### src/rtl/rtc_access_ctrl_if.sv
// rtl/rtc_access_ctrl_if.sv - wishbone master port bundle for the RTC access sequencer
interface rtc_access_ctrl_if;
  logic        wbm_cyc_o;
  logic        wbm_stb_o;
  logic        wbm_we_o;
  logic [15:0] wbm_adr_o;
  logic [15:0] wbm_dat_o;
  logic [15:0] wbm_dat_i;
  logic        wbm_ack_i;

  modport master (
    output wbm_cyc_o, wbm_stb_o, wbm_we_o, wbm_adr_o, wbm_dat_o,
    input  wbm_dat_i, wbm_ack_i
  );

  modport slave (
    input  wbm_cyc_o, wbm_stb_o, wbm_we_o, wbm_adr_o, wbm_dat_o,
    output wbm_dat_i, wbm_ack_i
  );
endinterface

### src/rtl/rtc_access_ctrl.sv
// rtl/rtc_access_ctrl.sv - sequences ordered RTC set writes and coherent RTC get reads
module rtc_access_ctrl #(
  parameter logic [15:0] ADR_SEC_2  = 16'd6,
  parameter logic [15:0] ADR_SEC_1  = 16'd7,
  parameter logic [15:0] ADR_SEC_0  = 16'd8,
  parameter logic [15:0] ADR_TICKER = 16'd9,
  parameter int          TIMEOUT    = 255,
  parameter int          MAX_RETRY  = 3
) (
  input  logic                     wb_clk_i,
  input  logic                     wb_rst_i,
  rtc_access_ctrl_if.master        wbm,
  input  logic                     set_req,
  input  logic [47:0]              set_time,
  input  logic                     get_req,
  output logic                     busy,
  output logic                     done,
  output logic                     err,
  output logic [47:0]              time_o,
  output logic [14:0]              ticker_o
);

  typedef enum logic [3:0] {IDLE, W2, W1, W0, RA, R2, R1, RB, RT, FIN} state_t;

  localparam logic [7:0] TMO_LAST  = 8'(TIMEOUT - 1);
  localparam logic [3:0] RETRY_MAX = 4'(MAX_RETRY);

  state_t      state_q, state_d;
  logic        stb_q, stb_d, we_q, we_d;
  logic [15:0] adr_q, adr_d, dat_q, dat_d;
  logic [7:0]  tmo_q, tmo_d;
  logic [3:0]  retry_q, retry_d;
  logic        pend_q, pend_d, busy_q, busy_d, done_q, done_d, err_q, err_d;
  logic [47:0] set_q, set_d, time_q, time_d;
  logic [15:0] a_q, a_d, s2_q, s2_d, s1_q, s1_d, b_q, b_d;
  logic [14:0] tick_q, tick_d;
  logic        start;

  always_ff @(posedge wb_clk_i or posedge wb_rst_i) begin
    if (wb_rst_i) begin
      state_q <= IDLE;
      stb_q   <= 1'b0;
      we_q    <= 1'b0;
      adr_q   <= '0;
      dat_q   <= '0;
      tmo_q   <= '0;
      retry_q <= '0;
      pend_q  <= 1'b0;
      busy_q  <= 1'b0;
      done_q  <= 1'b0;
      err_q   <= 1'b0;
      set_q   <= '0;
      time_q  <= '0;
      tick_q  <= '0;
      a_q     <= '0;
      s2_q    <= '0;
      s1_q    <= '0;
      b_q     <= '0;
    end else begin
      state_q <= state_d;
      stb_q   <= stb_d;
      we_q    <= we_d;
      adr_q   <= adr_d;
      dat_q   <= dat_d;
      tmo_q   <= tmo_d;
      retry_q <= retry_d;
      pend_q  <= pend_d;
      busy_q  <= busy_d;
      done_q  <= done_d;
      err_q   <= err_d;
      set_q   <= set_d;
      time_q  <= time_d;
      tick_q  <= tick_d;
      a_q     <= a_d;
      s2_q    <= s2_d;
      s1_q    <= s1_d;
      b_q     <= b_d;
    end
  end

  always_comb begin
    state_d = state_q;
    stb_d   = stb_q;
    we_d    = we_q;
    adr_d   = adr_q;
    dat_d   = dat_q;
    tmo_d   = tmo_q;
    retry_d = retry_q;
    pend_d  = pend_q;
    set_d   = set_q;
    time_d  = time_q;
    tick_d  = tick_q;
    a_d     = a_q;
    s2_d    = s2_q;
    s1_d    = s1_q;
    b_d     = b_q;
    err_d   = 1'b0;
    start   = 1'b0;

    case (state_q)
      IDLE: begin
        if (set_req) begin
          set_d   = set_time;
          pend_d  = get_req;
          state_d = W2;
          start   = 1'b1;
        end else if (get_req || pend_q) begin
          pend_d  = 1'b0;
          state_d = RA;
          start   = 1'b1;
        end
      end
      FIN: begin
        retry_d = '0;
        if (pend_q) begin
          pend_d  = 1'b0;
          state_d = RA;
          start   = 1'b1;
        end else begin
          state_d = IDLE;
        end
      end
      default: begin
        if ((state_q == W2 || state_q == W1 || state_q == W0) && get_req)
          pend_d = 1'b1;
        // stb low inside an access state is the idle gap after the previous ack
        if (!stb_q) begin
          start = 1'b1;
        end else if (wbm.wbm_ack_i) begin
          stb_d = 1'b0;
          case (state_q)
            W2: state_d = W1;
            W1: state_d = W0;
            W0: state_d = FIN;
            RA: begin a_d = wbm.wbm_dat_i; state_d = R2; end
            R2: begin s2_d = wbm.wbm_dat_i; state_d = R1; end
            R1: begin s1_d = wbm.wbm_dat_i; state_d = RB; end
            RB: begin
              if (wbm.wbm_dat_i == a_q) begin
                b_d     = wbm.wbm_dat_i;
                state_d = RT;
              end else if (retry_q >= RETRY_MAX) begin
                err_d   = 1'b1;
                state_d = FIN;
              end else begin
                retry_d = retry_q + 4'd1;
                state_d = RA;
              end
            end
            RT: begin
              time_d  = {s2_q, s1_q, b_q};
              tick_d  = wbm.wbm_dat_i[14:0];
              state_d = FIN;
            end
            default: state_d = IDLE;
          endcase
        end else if (tmo_q == TMO_LAST) begin
          stb_d   = 1'b0;
          err_d   = 1'b1;
          state_d = FIN;
        end else begin
          tmo_d = tmo_q + 8'd1;
        end
      end
    endcase

    if (start) begin
      stb_d = 1'b1;
      tmo_d = '0;
      we_d  = 1'b0;
      dat_d = '0;
      case (state_d)
        W2:      begin we_d = 1'b1; adr_d = ADR_SEC_2; dat_d = set_d[47:32]; end
        W1:      begin we_d = 1'b1; adr_d = ADR_SEC_1; dat_d = set_d[31:16]; end
        W0:      begin we_d = 1'b1; adr_d = ADR_SEC_0; dat_d = set_d[15:0];  end
        R2:      adr_d = ADR_SEC_2;
        R1:      adr_d = ADR_SEC_1;
        RT:      adr_d = ADR_TICKER;
        default: adr_d = ADR_SEC_0;
      endcase
    end

    done_d = (state_d == FIN);
    busy_d = (state_d != IDLE) || pend_d;
  end

  assign wbm.wbm_cyc_o = stb_q;
  assign wbm.wbm_stb_o = stb_q;
  assign wbm.wbm_we_o  = we_q;
  assign wbm.wbm_adr_o = adr_q;
  assign wbm.wbm_dat_o = dat_q;
  assign busy          = busy_q;
  assign done          = done_q;
  assign err           = err_q;
  assign time_o        = time_q;
  assign ticker_o      = tick_q;

endmodule

### src/flat_wrapper.sv
// flat-port wrapper written by rule: the top's interface ports become plain ports
module rtc_access_ctrl_flat 
#(
  parameter logic [15:0] ADR_SEC_2  = 16'd6,
  parameter logic [15:0] ADR_SEC_1  = 16'd7,
  parameter logic [15:0] ADR_SEC_0  = 16'd8,
  parameter logic [15:0] ADR_TICKER = 16'd9,
  parameter int          TIMEOUT    = 255,
  parameter int          MAX_RETRY  = 3
)
  (wb_clk_i, wb_rst_i, set_req, set_time, get_req, busy, done, err, time_o, ticker_o, wbm_wbm_cyc_o, wbm_wbm_stb_o, wbm_wbm_we_o, wbm_wbm_adr_o, wbm_wbm_dat_o, wbm_wbm_dat_i, wbm_wbm_ack_i);
  rtc_access_ctrl_if wbm_i ();
  input  logic wb_clk_i;
  input  logic wb_rst_i;
  input  logic set_req;
  input  logic [47:0] set_time;
  input  logic get_req;
  output logic busy;
  output logic done;
  output logic err;
  output logic [47:0] time_o;
  output logic [14:0] ticker_o;
  output wire logic [$bits(wbm_i.wbm_cyc_o)-1:0] wbm_wbm_cyc_o;
  output wire logic [$bits(wbm_i.wbm_stb_o)-1:0] wbm_wbm_stb_o;
  output wire logic [$bits(wbm_i.wbm_we_o)-1:0] wbm_wbm_we_o;
  output wire logic [$bits(wbm_i.wbm_adr_o)-1:0] wbm_wbm_adr_o;
  output wire logic [$bits(wbm_i.wbm_dat_o)-1:0] wbm_wbm_dat_o;
  input wire logic [$bits(wbm_i.wbm_dat_i)-1:0] wbm_wbm_dat_i;
  input wire logic [$bits(wbm_i.wbm_ack_i)-1:0] wbm_wbm_ack_i;
  assign wbm_wbm_cyc_o = wbm_i.wbm_cyc_o;
  assign wbm_wbm_stb_o = wbm_i.wbm_stb_o;
  assign wbm_wbm_we_o = wbm_i.wbm_we_o;
  assign wbm_wbm_adr_o = wbm_i.wbm_adr_o;
  assign wbm_wbm_dat_o = wbm_i.wbm_dat_o;
  assign wbm_i.wbm_dat_i = wbm_wbm_dat_i;
  assign wbm_i.wbm_ack_i = wbm_wbm_ack_i;
  rtc_access_ctrl #(.ADR_SEC_2(ADR_SEC_2), .ADR_SEC_1(ADR_SEC_1), .ADR_SEC_0(ADR_SEC_0), .ADR_TICKER(ADR_TICKER), .TIMEOUT(TIMEOUT), .MAX_RETRY(MAX_RETRY)) u_core (.wb_clk_i(wb_clk_i), .wb_rst_i(wb_rst_i), .wbm(wbm_i), .set_req(set_req), .set_time(set_time), .get_req(get_req), .busy(busy), .done(done), .err(err), .time_o(time_o), .ticker_o(ticker_o));
endmodule
### config.mk
export PLATFORM = sky130hd
export DESIGN_NAME = rtc_access_ctrl_flat
export DESIGN_NICKNAME = d
export VERILOG_FILES = /design/src/rtl/rtc_access_ctrl_if.sv /design/src/rtl/rtc_access_ctrl.sv /design/src/flat_wrapper.sv
export SDC_FILE = /design/constraint.sdc
export NUM_CORES = 1
export LEC_CHECK = 0
export CORE_AREA = 2 2 154 156
export DETAILED_ROUTE_END_ITERATION = 12
export DIE_AREA = 0 0 156 158
export HOLD_SLACK_MARGIN = 0.08
export PLACE_DENSITY = 0.66
export REMOVE_ABC_BUFFERS = 1
export SYNTH_ARGS = -nofsm -noshare
export SYNTH_HDL_FRONTEND = slang
export SYNTH_SLANG_ARGS = --single-unit
export TNS_END_PERCENT = 5
### constraint.sdc
create_clock -name wb_clk_i -period 7.5 [get_ports wb_clk_i]
set_clock_uncertainty 0.05 [all_clocks]
set_input_delay 1.5 -clock wb_clk_i [delete_from_list [all_inputs] [get_ports wb_clk_i]]
set_output_delay 1.5 -clock wb_clk_i [all_outputs]
set_load 0.01 [all_outputs]
# ---- Word-level counts from Yosys, hierarchy flattened
# Index checks and enable logic that the tools add are counted.
dict set report totals {
  register_bits 229
  in_bits 69
  output_inout_bits 101
  wordCells 116
}
dict set report classes {
  addsub 2
  magnitude_cmp 1
  n_eq_ne 23
  mux 47
  bitwise 2
  reduce_logical 23
}
# cell n
set op_table {}
lappend op_table {{$mux W48} 2}
lappend op_table {{$mux W4} 12}
lappend op_table {{$pmux W16 S3} 1}
lappend op_table {{$mux W8} 5}
lappend op_table {{$pmux W4 S7} 1}
lappend op_table {{$eq A4 B3 Y1 const B} 6}
lappend op_table {{$mux W1} 20}
lappend op_table {{$reduce_and A4 Y1} 5}
lappend op_table {{$eq A16 B16 Y1} 1}
lappend op_table {{$eq A4 B2 Y1 const B} 4}
lappend op_table {{$eq A4 B4 Y1 const B} 4}
lappend op_table {{$pmux W4 S2} 2}
lappend op_table {{$pmux W4 S3} 1}
lappend op_table {{$add A8 B1 Y8 const B} 1}
lappend op_table {{$eq A4 B1 Y1 const B} 2}
lappend op_table {{$eq A8 B8 Y1 const B} 1}
lappend op_table {{$reduce_bool A2 Y1} 4}
lappend op_table {{$reduce_or A2 Y1} 4}
lappend op_table {{$ne A2 B1 Y1 const B} 3}
lappend op_table {{$reduce_and A6 Y1} 1}
lappend op_table {{$reduce_and A5 Y1} 1}
lappend op_table {{$add A4 B1 Y4 const B} 1}
lappend op_table {{$ge A4 B2 Y1 const B} 1}
lappend op_table {{$logic_not A4 Y1} 1}
lappend op_table {{other kinds (8)} 14}

# ---- Longest topological paths before layout
# Gate-level depths: netlist (run 1).
dict set report depth {
  word_depth 10
  depth_mapped 11
  depth_no_buf 10
}

# ---- Worst setup path before layout (run 1)
# Ideal clock, no wire load.
dict set report synth_path {
  path_type {input-to-reg}
  start {input port wbm_wbm_dat_i[5]}
  end {register u_core.dat_q[10] (netlist: u_core.wbm.wbm_dat_o[10])}
  setup_ns 0.126
  arrival_ns 3.080
  required_ns 7.324
  slack_ns 4.244
  stages 9
  n_path_buf 2
  path_cell_list {xnor2_1 nand4_1 nor4_2 or3b_1 and3_1 buf_6 buf_4 mux2i_1 a221o_1}
}
dict set report synth_between {
  elab_chain_len 8
  word_cells_on_any_way 10
  cone_classes {eq/ne: 4; mux: 6}
}
# element line
set synth_rtl {}
lappend synth_rtl {{from (decl)} flat_wrapper.sv:28} ;# input wire logic [$bits(wbm_i.wbm_dat_i)-1:0] wbm_wbm_dat_i;
lappend synth_rtl {{$eq A16 B16 Y1 (*)} rtc_access_ctrl.sv:139} ;# if (wbm.wbm_dat_i == a_q) begin
lappend synth_rtl {{$mux W4 (*)} rtc_access_ctrl.sv:139}
lappend synth_rtl {{$pmux W4 S7 (*)} rtc_access_ctrl.sv:131} ;# case (state_q)
lappend synth_rtl {{$mux W4 (*)} rtc_access_ctrl.sv:129} ;# end else if (wbm.wbm_ack_i) begin
lappend synth_rtl {{$mux W4 (*)} rtc_access_ctrl.sv:127} ;# if (!stb_q) begin
lappend synth_rtl {{$pmux W4 S2 (*)} rtc_access_ctrl.sv:100} ;# case (state_q)
lappend synth_rtl {{$eq A4 B2 Y1 or $eq A4 B1 Y1 (tied branches)} rtc_access_ctrl.sv:172} ;# case (state_d)
lappend synth_rtl {{$pmux W16 S3 (*)} rtc_access_ctrl.sv:172}
lappend synth_rtl {{to (signal assigned)} rtc_access_ctrl.sv:64} ;# dat_q <= dat_d;
lappend synth_rtl {{to (decl)} rtc_access_ctrl.sv:30} ;# logic [15:0] adr_q, adr_d, dat_q, dat_d;
# Every way passes the cells marked *; elsewhere a longest branch is shown, timed or not.
# A chain may end at the register's enable or synchronous reset.

# ---- Worst setup path after layout (run 1)
dict set report layout_path {
  start {input port set_req}
  end {register u_core.dat_q[10] (netlist: u_core.wbm.wbm_dat_o[10])}
}
dict set report layout_between {
  elab_chain_len 4
  word_cells_on_any_way 10
  cone_classes {eq/ne: 3; mux: 7}
}
# element line
set layout_rtl {}
lappend layout_rtl {{from (decl)} flat_wrapper.sv:15} ;# input logic set_req;
lappend layout_rtl {{$mux W4} rtc_access_ctrl.sv:102} ;# if (set_req) begin
lappend layout_rtl {{$pmux W4 S2} rtc_access_ctrl.sv:100}
lappend layout_rtl {{$eq A4 B2 Y1 or $eq A4 B1 Y1 (tied branches)} rtc_access_ctrl.sv:172}
lappend layout_rtl {{$pmux W16 S3} rtc_access_ctrl.sv:172}
# Parallel ways exist; a longest one is shown, timed or not.

==> results of run 1 <==
-- layer usage --
layer	track usage, %	part of all wire, %	vias up
met1	21.7	45	2824
li1	-	-	2615
met2	27.1	49	116
met3	2.63	3.7	28
met5	0	0	-
met4	4.15	2.2	0
-- stage by stage --
stage	area [um2]	hold WS (ns)	setup slack [ns]	power, W	utilization (%)
final	11700	0.432	3.44	0.00445	50.9
after global routing	11700	0.456	3.26	0.00473	50.9
after CTS	11700	0.439	3.47	0.00451	50.9
after detailed placement	10900	0.420	2.95	0.00331	47.3
after global placement	10900	0.415	3.05	0.00327	47.3
after floorplan	8880	0.396	0.0424	0.00273	-
-- worst min-delay path by stage --
stage,start,slack [ns],depth (start not counted),to
after floorplan,u_core.retry_q[2]$_DFFE_PP0P_,0.40,1,u_core.retry_q[2]$_DFFE_PP0P_
after global placement,u_core.retry_q[2]$_DFFE_PP0P_,0.41,1,u_core.retry_q[2]$_DFFE_PP0P_
after detailed placement,u_core.retry_q[2]$_DFFE_PP0P_,0.42,1,u_core.retry_q[2]$_DFFE_PP0P_
after CTS,u_core.retry_q[0]$_DFFE_PP0P_,0.44,1,u_core.retry_q[0]$_DFFE_PP0P_
after global routing,u_core.b_q[11]$_DFFE_PP0P_,0.46,1,u_core.time_o[11]$_DFFE_PP0P_
final,u_core.retry_q[2]$_DFFE_PP0P_,0.43,1,u_core.retry_q[2]$_DFFE_PP0P_
-- flip-flops by register name (all words and copies together), names as in the netlist --
signal and cells:
u_core.wbm.wbm_dat_o 16, u_core.tmo_q 8, u_core.wbm.wbm_adr_o 3, u_core.wbm.wbm_cyc_o 1
u_core.wbm.wbm_we_o 1, u_core.a_q 16, u_core.retry_q 4, u_core.err 1
u_core.done 1, u_core.s1_q 16, u_core.ticker_o 15, u_core.b_q 16
u_core.time_o 48, u_core.pend_q 1, u_core.state_q 4, u_core.busy 1
u_core.set_q 48, u_core.s2_q 16
-- Yosys cell counts, types with 3 or more instances --
cell,n
dfrtp_1,216
mux2_2,175
nand2_1,44
buf_4,20
mux2i_1,18
nor2b_1,18
xnor2_1,18
a221o_1,16
clkbuf_1,15
nor2_1,15
a21oi_1,9
nand4_1,8
buf_2,7
nand3_1,5
o21ai_0,5
or3_1,5
and3_1,4
inv_1,4
xor2_1,4
and2_1,3
ha_1,3
nand2b_1,3
nand3b_1,3
nor3_1,3
o21a_1,3
-- kinds of logic (layout without fill, tap and decap cells) --
group	Yosys count	in the layout	synth area share, %
muxes	193	193	23.6
DFF	216	216	59.3
xor gates and xnor gates	22	22	2.12
AOI/OAI and AO/OA	49	49	4.29
other	1	12	0.0412
and+or+nand+nor	119	119	6.98
buffers and inverters	52	215	3.23
adders and majority gates	3	3	0.412
-- layout make-up --
type,count,share of cell area [%]
clock inverter,10,0.982
multi-input combinational,398,29.7
clock buffer,34,5.95
tap,290,3.09
timing repair buffer,165,13.9
inverter,6,0.256
sequential,216,46.1
-- where the power goes --
group	switching, W	internal, W
clock network	0.000460	0.000718
logic	0.000690	0.000810
registers	0.000209	0.00157
total	0.00136	0.00309
-- worst max-delay path, stage by stage --
cell             delay, ns
clkdlybuf4s50_1       0.54
nor4_1                0.08
o21ai_0               0.22
a21boi_2              0.19
buf_4                 0.34
o21a_1                0.23
nor2b_1               0.14
buf_4                 0.25
nor3b_4               0.69
a221o_1               0.27
==> summary.txt, run 1 <==
Synth
  • Synth top area cells: dfrtp_1, mux2_2, mux2i_1, nand2_1, a221o_1
  • Synthesis-stage register bit count: 216
  • Gate Count Post-Synth: 655
  • Syn avg cell area: 13.9 um2
  • Ys flop type: dfrtp_1
  • Post-synth cell types: 50
  • Synth warn: 0
  • Mapped cell area: roughly 9000 um2
  • Post-synth EDFFs: 0
  • Post-synthesis sequential area ratio: 59.3%
  • Yosys top cell area share: between 50% and 60%
  • Largest area contributor in the netlist: dfrtp_1
  • Async SR Flop Fraction: 100%

STA
  • Actual slew at the worst max-slew pin: 1.10 ns
  • Fmax: 246 MHz
  • Final setup fails: 0
  • Final Critical Period: 4.06 ns
  • Slew HR: 26.8%
  • RSZ-0062 raised after global routing: no
  • Final Hold Viols: 0
  • Fin crit share: ~54%
  • Final TNS setup: 0 ns
  • Max Transition Viols Final: 0

Layout
  • Sequential cell area: 5410 um2
  • Fillers: about 2k
  • Multi-input logic area: 3480 um2
  • Final net count: just under 900
  • Most frequent cells in the layout: dfrtp_1, mux2_2, clkdlybuf4s50_1
  • N_diodes: 0
  • Commonest non-fill, non-tap cell in the layout: dfrtp_1
  • Layout cells sized above 1: 28.6%
  • Layout area overhead: 28.7%
  • Finished Layout Cells: 1,119

Drt
  • Routed wire length per instance: approximately 17 um
  • Vias post-DR: 5,583
  • 1st-iter DRT viols: 229
  • DRC: 0
  • Router iterations before antenna repair: 4
  • Final WL: between 15 and 20 mm
  • Detail Route Antenna Nets: 0
  • DR vias/cell: around 5

Hold path
  • Hold crit path type: flop to flop

Setup path
  • Crit start category: input pin
  • Crit-path max FO: 29
  • CP Launch Point: set_req
  • R2R Path End: u_core.wbm.wbm_dat_o[10]$_DFFE_PP0N_
  • Critical Path RT: 7.89 ns
  • Setup crit end: u_core.wbm.wbm_dat_o[10]$_DFFE_PP0N_
  • CP arrival: 4.46 ns
  • FF-to-FF setup slack: between 4 and 5 ns
  • Crit path kind: input pin to flop
  • FF-to-FF path depth: 9
  • Worst r2r src: u_core.state_q[1]$_DFF_PP0_
  • Nature of the critical path endpoint: flop

Floorplanning
  • Die ar.: between 20,000 and 25,000 um2
  • Initial Util: 39.5%
  • # rows: between 50 and 60
  • Core area: 23,100 um2
  • Die Span Y: 158 um
  • Io pins: 170
  • Die Wd: 156 um

Clocking
  • Max clock buf depth: 3
  • # hold bufs at CTS: 0
  • Cts bufs inserted: 24
  • Root Buffer: clkbuf_16
  • CTS HTree Levels: 1
  • # Post-CTS Setup Buffers: 0
  • CTS tree: built
  • Clk slew on worst S/H paths: about 0.060 ns
  • Worst skew pair latency: 0.51 ns
  • Clk sinks: 216
  • PostCTS Resize Cnt: 0

Pwr
  • Power Density: 380 nW/um2
  • Maximum VDD drop: 0.205 mV
  • Pleak: between 5 and 6 nW

GRT
  • Total gr overflow: 0
  • First-pass GRT wire length: roughly 32 mm
  • Vias in the first global route: 5,839
  • Total track usage: 16.1%
  • Antenna violations before repair: 0
  • Largest net degree at the start of global routing: 83

Flow run
  • Max-cap violation count: 0

Placement
  • IO Port Bufs: 157
  • Placed insts: 1,075
  • Dpl hpwl: 12.7 mm
  • Placer Congestion: 0.842

Outcome
  • Status: complete, no violations
No activity file was read; power rests on OpenSTA's default activity.
==> run 2, diff against run 1 <==
clock period = 3.7 ns   (was 7.5 ns; I/O delays follow)
==> run 2 against run 1 <==
Die area is the same. Largest power group unchanged. Critical path depth shrank 2. First-iteration DRC count grew 4.4%. Routed wire length rose by 1.2%. Non-clock buffer count is 10 higher. Final cell count up 0.89%.
==> summary.txt, run 2 (same netlist as run 1, synthesis figures left out) <==
STA
  • Setup ws final: 0.762 ns
  • Fin crit share: 79.4%
  • Actual slew at the worst max-slew pin: 0.972 ns
  • Fmax: 340 MHz
  • Final TNS setup: 0 ns
  • Final Hold Viols: 0
  • Max Transition Viols Final: 0
  • Slew HR: 35.2%
  • RSZ-0062 raised after global routing: no
  • Final Critical Period: 2.94 ns
  • Final setup fails: 0

Floorplanning
  • Die Span Y: 158 um
  • Die Wd: between 150 and 200 um
  • Die ar.: 24,600 um2
  • # rows: 56
  • Initial Util: 39.5%
  • Io pins: 170
  • Core area: 23,100 um2

Setup path
  • R2R Path End: u_core.wbm.wbm_dat_o[15]$_DFFE_PP0N_
  • Crit path kind: input pin to flop
  • Worst r2r src: u_core.state_q[1]$_DFF_PP0_
  • FF-to-FF path depth: 6
  • Crit start category: input pin
  • Setup crit end: u_core.wbm.wbm_dat_o[15]$_DFFE_PP0N_
  • FF-to-FF setup slack: 0.90 ns
  • CP Launch Point: wbm_wbm_dat_i[3]
  • Critical Path RT: 4.10 ns
  • CP arrival: approximately 3.3 ns
  • Crit-path max FO: 16
  • Nature of the critical path endpoint: flop

GRT
  • Largest net degree at the start of global routing: 77
  • M3 GR Usage: ~2.4%
  • Most used routing layer: met2
  • Met1 usage: 22.5%
  • Antenna violations before repair: 0
  • First-pass GRT wire length: roughly 32 mm
  • M2 GR Usage: 27.0%
  • Total gr overflow: 0
  • Total track usage: 16.3%
  • Vias in the first global route: between 5k and 6k

Drt
  • Routed wire length per instance: 17.5 um
  • Final WL: roughly 20 mm
  • 1st-iter DRT viols: ~240
  • Detail Route Antenna Nets: 0
  • DR vias/cell: 4.97
  • DRC: 0
  • Router iterations before antenna repair: 4
  • Vias post-DR: 5,608

Placement
  • Placement Cell Area: 11,100 um2
  • Placer Congestion: 0.768
  • IO Port Bufs: 157
  • Dpl hpwl: 13.1 mm
  • Dpl ws: 0.227 ns

Clocking
  • Clk slew on worst S/H paths: 0.06 ns
  • Root Buffer: clkbuf_16
  • CTS tree: built
  • # hold bufs at CTS: 0
  • Clk sinks: 216
  • Cts bufs inserted: 24
  • Max clock buf depth: 3
  • # Post-CTS Setup Buffers: 0
  • Worst skew pair latency: 0.52 ns
  • CTS HTree Levels: 1
  • PostCTS Resize Cnt: 0

Pwr
  • Maximum VDD drop: 0.427 mV
  • Design Power: 0.00958 W
  • Power Density: 796 nW/um2
  • Pleak: between 5 and 6 nW

Layout
  • Final Cell Area: roughly 12,000 um2
  • Layout cells sized above 1: between 20% and 30%
  • Commonest non-fill, non-tap cell in the layout: dfrtp_1
  • Fillers: 1,968
  • N_diodes: 0
  • Final core occ: 52.2%
  • Layout area overhead: 32.1%
  • Most frequent cells in the layout: dfrtp_1, mux2_2, clkdlybuf4s50_1
  • Final net count: 893

Hold path
  • Hold crit path type: flop to flop

Flow run
  • Max-cap violation count: 0

Outcome
  • Status: complete, no violations
-- run 2: changes by cell type in the layout (fill, tap and decap cells not counted), sizes merged --
cell      before  now
clkinvlp       0    2
inv            5    6
clkbuf        34   28
buf            8   18
clkinv         9    5
bufinv         2    9
-- run 2: routing by layer --
metal | wire length, um | part of all wire, %
met1 | 8980 | 45
met2 | 9640 | 49
met3 | 765 | 3.9
met4 | 357 | 1.8
met5 | 0 | 0
-- run 2: power by group --
group          leakage, nW  switching (W)  internal [W]
Sequential            2.77       0.000420       0.00317
Clock                0.469       0.000981       0.00188
Combinational         2.22        0.00142       0.00170
Total                 5.46        0.00282       0.00676
-- run 2: worst min-delay path by stage --
stage,from,endpoint,depth (start not counted),slack [ns]
global placement,u_core.retry_q[2]$_DFFE_PP0P_,u_core.retry_q[2]$_DFFE_PP0P_,1,0.42
floorplan,u_core.retry_q[2]$_DFFE_PP0P_,u_core.retry_q[2]$_DFFE_PP0P_,1,0.40
global route,u_core.retry_q[0]$_DFFE_PP0P_,u_core.retry_q[0]$_DFFE_PP0P_,1,0.45
detailed placement,u_core.retry_q[3]$_DFFE_PP0P_,u_core.retry_q[3]$_DFFE_PP0P_,1,0.42
finish,u_core.retry_q[3]$_DFFE_PP0P_,u_core.retry_q[3]$_DFFE_PP0P_,1,0.44
CTS,u_core.retry_q[3]$_DFFE_PP0P_,u_core.retry_q[3]$_DFFE_PP0P_,1,0.44
-- run 2: stage by stage --
step	hold WS, ns	cells
4_1_cts	0.436	1129
3_5_place_dp	0.423	1085
3_3_place_gp	0.416	1085
5_1_grt	0.452	1129
2_1_floorplan	0.396	620
6_report	0.436	1129
-- run 2: critical path: stages --
cell and delay, ns:
clkdlybuf4s50_1 0.54, xnor2_1 0.18, nand4_1 0.18, nor4_2 0.09, or3b_1 0.40, and3_1 0.24
nor3b_4 0.69, a221o_1 0.28
-- run 2: cell type report --
| cell class | count | area (um2) | share of cell area, % |
|---|---|---|---|
| sequential | 216 | 5410 | 44.9 |
| inverter | 6 | 30.0 | 0.250 |
| clock buffer | 28 | 646 | 5.37 |
| clock inverter | 16 | 325 | 2.70 |
| multi-input combinational | 398 | 3480 | 28.9 |
| tap | 290 | 363 | 3.02 |
| timing repair buffer | 175 | 1780 | 14.8 |
